[src/rtl/pulse_train_gen.sv]
// rtl/pulse_train_gen.sv - programmable high/low pulse-train generator with valid/ready request and done strobe
module pulse_train_gen #(
    parameter int LEN_W = 8,
    parameter int NUM_W = 8
) (
    input  logic             clk,
    input  logic             reset,
    input  logic             req_valid_i,
    output logic             req_ready_o,
    input  logic [LEN_W-1:0] high_len_i,
    input  logic [LEN_W-1:0] low_len_i,
    input  logic [NUM_W-1:0] num_pulses_i,
    input  logic             abort_i,
    output logic             wave_o,
    output logic             busy_o,
    output logic             done_o,
    output logic             aborted_o
);

    typedef enum logic [1:0] {S_IDLE, S_HIGH, S_LOW, S_DONE} state_t;

    localparam logic [LEN_W-1:0] LEN_ONE = {{(LEN_W-1){1'b0}}, 1'b1};
    localparam logic [NUM_W-1:0] NUM_ONE = {{(NUM_W-1){1'b0}}, 1'b1};

    state_t           state_q, state_d;
    logic [LEN_W-1:0] high_q, high_d;
    logic [LEN_W-1:0] low_q, low_d;
    logic [LEN_W-1:0] cnt_q, cnt_d;
    logic [NUM_W-1:0] rem_q, rem_d;
    logic             wave_q, wave_d;
    logic             aborted_q, aborted_d;

    always_comb begin
        state_d   = state_q;
        high_d    = high_q;
        low_d     = low_q;
        cnt_d     = cnt_q;
        rem_d     = rem_q;
        aborted_d = aborted_q;
        case (state_q)
            S_IDLE: begin
                aborted_d = 1'b0;
                if (req_valid_i) begin
                    high_d = high_len_i;
                    // A zero low phase would merge pulses, so it is stretched to one cycle.
                    low_d  = (low_len_i == '0) ? LEN_ONE : low_len_i;
                    rem_d  = num_pulses_i;
                    cnt_d  = high_len_i;
                    if (num_pulses_i == '0 || high_len_i == '0) begin
                        state_d = S_DONE;
                    end else begin
                        state_d = S_HIGH;
                    end
                end
            end
            S_HIGH: begin
                if (abort_i) begin
                    state_d   = S_DONE;
                    aborted_d = 1'b1;
                end else if (cnt_q == LEN_ONE) begin
                    state_d = S_LOW;
                    cnt_d   = low_q;
                end else begin
                    cnt_d = cnt_q - LEN_ONE;
                end
            end
            S_LOW: begin
                // Abort wins even on the natural final cycle so the requester sees it.
                if (abort_i) begin
                    state_d   = S_DONE;
                    aborted_d = 1'b1;
                end else if (cnt_q == LEN_ONE) begin
                    rem_d = rem_q - NUM_ONE;
                    if (rem_q == NUM_ONE) begin
                        state_d = S_DONE;
                    end else begin
                        state_d = S_HIGH;
                        cnt_d   = high_q;
                    end
                end else begin
                    cnt_d = cnt_q - LEN_ONE;
                end
            end
            default: begin
                state_d = S_IDLE;
            end
        endcase
        wave_d = (state_d == S_HIGH);
    end

    always_ff @(posedge clk or posedge reset) begin
        if (reset) begin
            state_q   <= S_IDLE;
            high_q    <= '0;
            low_q     <= '0;
            cnt_q     <= '0;
            rem_q     <= '0;
            wave_q    <= 1'b0;
            aborted_q <= 1'b0;
        end else begin
            state_q   <= state_d;
            high_q    <= high_d;
            low_q     <= low_d;
            cnt_q     <= cnt_d;
            rem_q     <= rem_d;
            wave_q    <= wave_d;
            aborted_q <= aborted_d;
        end
    end

    assign wave_o      = wave_q;
    assign req_ready_o = (state_q == S_IDLE);
    assign busy_o      = (state_q != S_IDLE);
    assign done_o      = (state_q == S_DONE);
    assign aborted_o   = aborted_q && (state_q == S_DONE);

endmodule

[config.mk]
export PLATFORM = sky130hd
export DESIGN_NAME = pulse_train_gen
export DESIGN_NICKNAME = d
export VERILOG_FILES = /design/src/rtl/pulse_train_gen.sv
export SDC_FILE = /design/constraint.sdc
export NUM_CORES = 1
export LEC_CHECK = 0
export ABC_AREA = 1
export BUFFER_PORTS_ARGS = -buffer_cell sky130_fd_sc_hd__buf_2
export CORE_MARGIN = 4
export CORE_UTILIZATION = 58
export DETAILED_ROUTE_END_ITERATION = 6
export GPL_TIMING_DRIVEN = 1
export PLACE_DENSITY = 0.8
export REMOVE_ABC_BUFFERS = 1
export SLEW_MARGIN = 10
export SYNTH_ARGS = -nofsm -noshare
export SYNTH_HDL_FRONTEND = slang
export SYNTH_SLANG_ARGS = --single-unit
[constraint.sdc]
create_clock -name clk -period 1.9 [get_ports clk]
set_input_delay 0 -clock clk [delete_from_list [all_inputs] [get_ports clk]]
set_output_delay 0 -clock clk [all_outputs]
set_load 0.01 [all_outputs]
==> impl_results.md <==
- Post-Synth Simple-Gate Area: 33.9%
- Final Hold Vio Count: 0
- Peak supply drop: 0.000847 V
- CTS Root Buffer Type: clkbuf_8
- Delay-heaviest family, CP: flip-flops
- DRC errors left: 0
- Clk buf depth: 2
- Ports: 33
- CTS Sinks: 36
- Worst Tran Pin Value: 0.450 ns
- Yosys reg bits: 36
- Leak pwr: 1.57 nW
- PostCTS Resize Cnt: 0
- Post-Synth XOR/XNOR Area: 1.06%
- Max Clock Freq: 591 MHz
- Reg2reg setup slack: 0.21 ns
- GRT Resource Usage Total: 23.0%
- Synth Area in Compound Gates: 14.0%
- Layout cells sized above 1: 19.5%
- Max-slew violations: 0
- Synth warn: 0
- Post-layout instance area: 2890 um^2
- Post-synthesis mux area share: 0%
- Most frequent cells in the layout: nand2_1, nor2_1, inv_1, dfrtp_1, buf_2
- Mean Syn Cell Area: 6.91 um^2
- DR iter-0 viols: 167
- Pin count of the biggest net entering global routing: 37
- Register area share after synthesis: 36.3%
- Clk Latency, worst-skew pair: 0.30 ns
- WL final: 5500 um
- Ant diodes: 0
- CP bufs+invs: 3
- P&R area growth vs syn: 16.5%
- Status: complete, no violations
- Placed Area: 2700 um^2
- Adder-cell share of the synthesized area: 4.03%
- Worst EP required: 2.09 ns
- Post-DRT Antenna Nets: 0
- Die W: 73.4 um
- Reg2reg start: state_q[0]
- Met3 WL: 256 um
- # H-tree levels: 2
- Most common cell after layout, fill and taps aside: nand2_1
- Pwr Total: 4.66 mW
- Setup crit start kind: flop
- RR Endpoint: cnt_q[5]
- Crit. End Element: flop
- CP max stage cell: dfrtp_1
- Vias in the first global route: 2,174
- Critical path data arrival time: 1.88 ns
- Crit-path max cell delay: 0.42 ns
- Via density: 4.99
- Cts hold-fix bufs: 10
- Slew margin rel.: 70.0%
- RSZ-0062 raised after global routing: false
- RePlAce Congestion: 0.903
- Hold Path Origin: high_len_i[7]
- Avg WL per Cell: 12.1 um
- P per Cell Area: 1610 nW/um^2
- Yosys cell types: 29
- Post-CTS Setup Repair Bufs: 0
- Synth Instances: 359
- Remaining global-route overflow: 0
- Cell area after synthesis: 2480 um^2
- Die H: 73.4 um
- Nets: 441
- CTS tree: done
- Crit-path cells: inv_1, ha_1, inv_2, o21ai_0, nor2_1, nand2_4, inv_4, nor2_1, a21oi_1
- Worst Clk Skew: 0.00506 ns
- Worst Hold End: high_q[7]
- Core area: 4060 um^2
- TritonCTS Buffers: 5
- # port buffers: 32
- DRT met1 WL: 2690 um
- Final setup violation count: 0
- DRT Pass-1 Iters: 4
- Met2 wire length: 2460 um
- Die area: 5390 um^2
- Cell mode on critical path: nor2_1
- Initial antenna violation count: 0
- Worst-path maximum fanout: 9
- Largest family of logic cells by synthesized area: simple AND/OR/NAND/NOR gates
- Top sig layer: met4
- Max Cap Viol: 0
- Dpl hpwl: 4140 um
- CP Class: flop to flop
- Rows: 23
- Total number of vias: 2,276
- Global-route wire length before repair: 9550 um
- R2R depth: 9
- Fillers: 323
- Hold path depth: 3
- Min cycle time layout: 1.69 ns
- Worst Hold Class: input pin to flop
- Clock-pin transition on the worst setup and hold timing paths: 0.08 ns
- Post-route clock period utilization: 89.1%
- Initial Util: 61.1%
-- flip-flops by register name (all words and copies together) (netlist names) --
register / cells
rem_q: 8
aborted_q: 1
cnt_q: 8
high_q: 8
low_q: 8
wave_o: 1
state_q: 2
-- per-layer routing --
metal | up-vias | global-route usage [%]
li1 | 1208 | -
met1 | 1006 | 31.6
met2 | 51 | 36.3
met3 | 11 | 3.56
met4 | 0 | 9.26
met5 | - | 0
-- worst max-delay path by stage --
stage                from       end  slack (ns)  cells past startpoint
2_1_floorplan  state_q[0]  cnt_q[4]       -0.06                      9
3_3_place_gp   state_q[0]  cnt_q[1]        0.27                      9
3_5_place_dp   state_q[0]  rem_q[5]        0.22                     10
4_1_cts        state_q[0]  rem_q[5]        0.20                     10
5_1_grt        state_q[0]  cnt_q[2]        0.08                      9
6_report       state_q[0]  cnt_q[5]        0.21                      9
-- metrics by stage --
step           setup WS [ns]  std cells  TNS (ns)  hold WS, ns  util, %
4_1_cts                0.202        456         0      0.00722     71.2
3_5_place_dp           0.215        438         0        0.125     66.5
3_3_place_gp           0.272        438         0        0.125     66.5
2_1_floorplan        -0.0637        348    -0.477        0.110        -
5_1_grt               0.0771        456         0       0.0262     71.2
6_report               0.208        456         0      0.00833     71.2
-- worst reg2reg max path: stages, from the launching register on --
cell and delay [ns]:
dfrtp_1 0.42, inv_1 0.12, ha_1 0.24, inv_2 0.06
o21ai_0 0.26, nor2_1 0.12, nand2_4 0.14, inv_4 0.07
nor2_1 0.11, a21oi_1 0.05
-- cell families after synthesis --
family,after synthesis
XOR/XNOR,3
buffers and inverters,63
AND/OR/NAND/NOR,191
adder cells (fa/ha/maj),8
AO/OA/AOI/OAI,58
flip-flops,36
-- report_power, final --
part	total [mW]	switching (mW)	internal, mW	leakage, nW
sequential	1.45	0.292	1.16	0.439
clock	0.570	0.311	0.260	0.0404
combinational	2.64	1.65	0.986	1.09
total	4.66	2.26	2.41	1.57
-- synth_stat cells (all sizes together) --
library cell / n / area (um^2)
nand2: 110 / 438
nor2: 55 / 248
inv: 52 / 200
o21ai: 42 / 240
dfrtp: 36 / 901
nand3: 20 / 118
a21oi: 16 / 106
ha: 8 / 100
clkbuf: 6 / 22.5
buf: 5 / 43.8
nand4: 3 / 18.8
nor4: 2 / 12.5
xor2: 2 / 17.5
and2: 1 / 6.26
xnor2: 1 / 8.76
-- cell type report --
| type | count | area, um^2 | share of cell area [%] |
|---|---|---|---|
| multi-input cells | 260 | 1310 | 45.5 |
| clock buffers | 5 | 68.8 | 2.38 |
| repair buffers | 50 | 320 | 11.1 |
| clock inverters | 3 | 23.8 | 0.823 |
| well taps | 50 | 62.6 | 2.16 |
| flip-flops and latches | 36 | 901 | 31.2 |
| inverters | 52 | 200 | 6.93 |
Power figures use the tool's default switching activity.
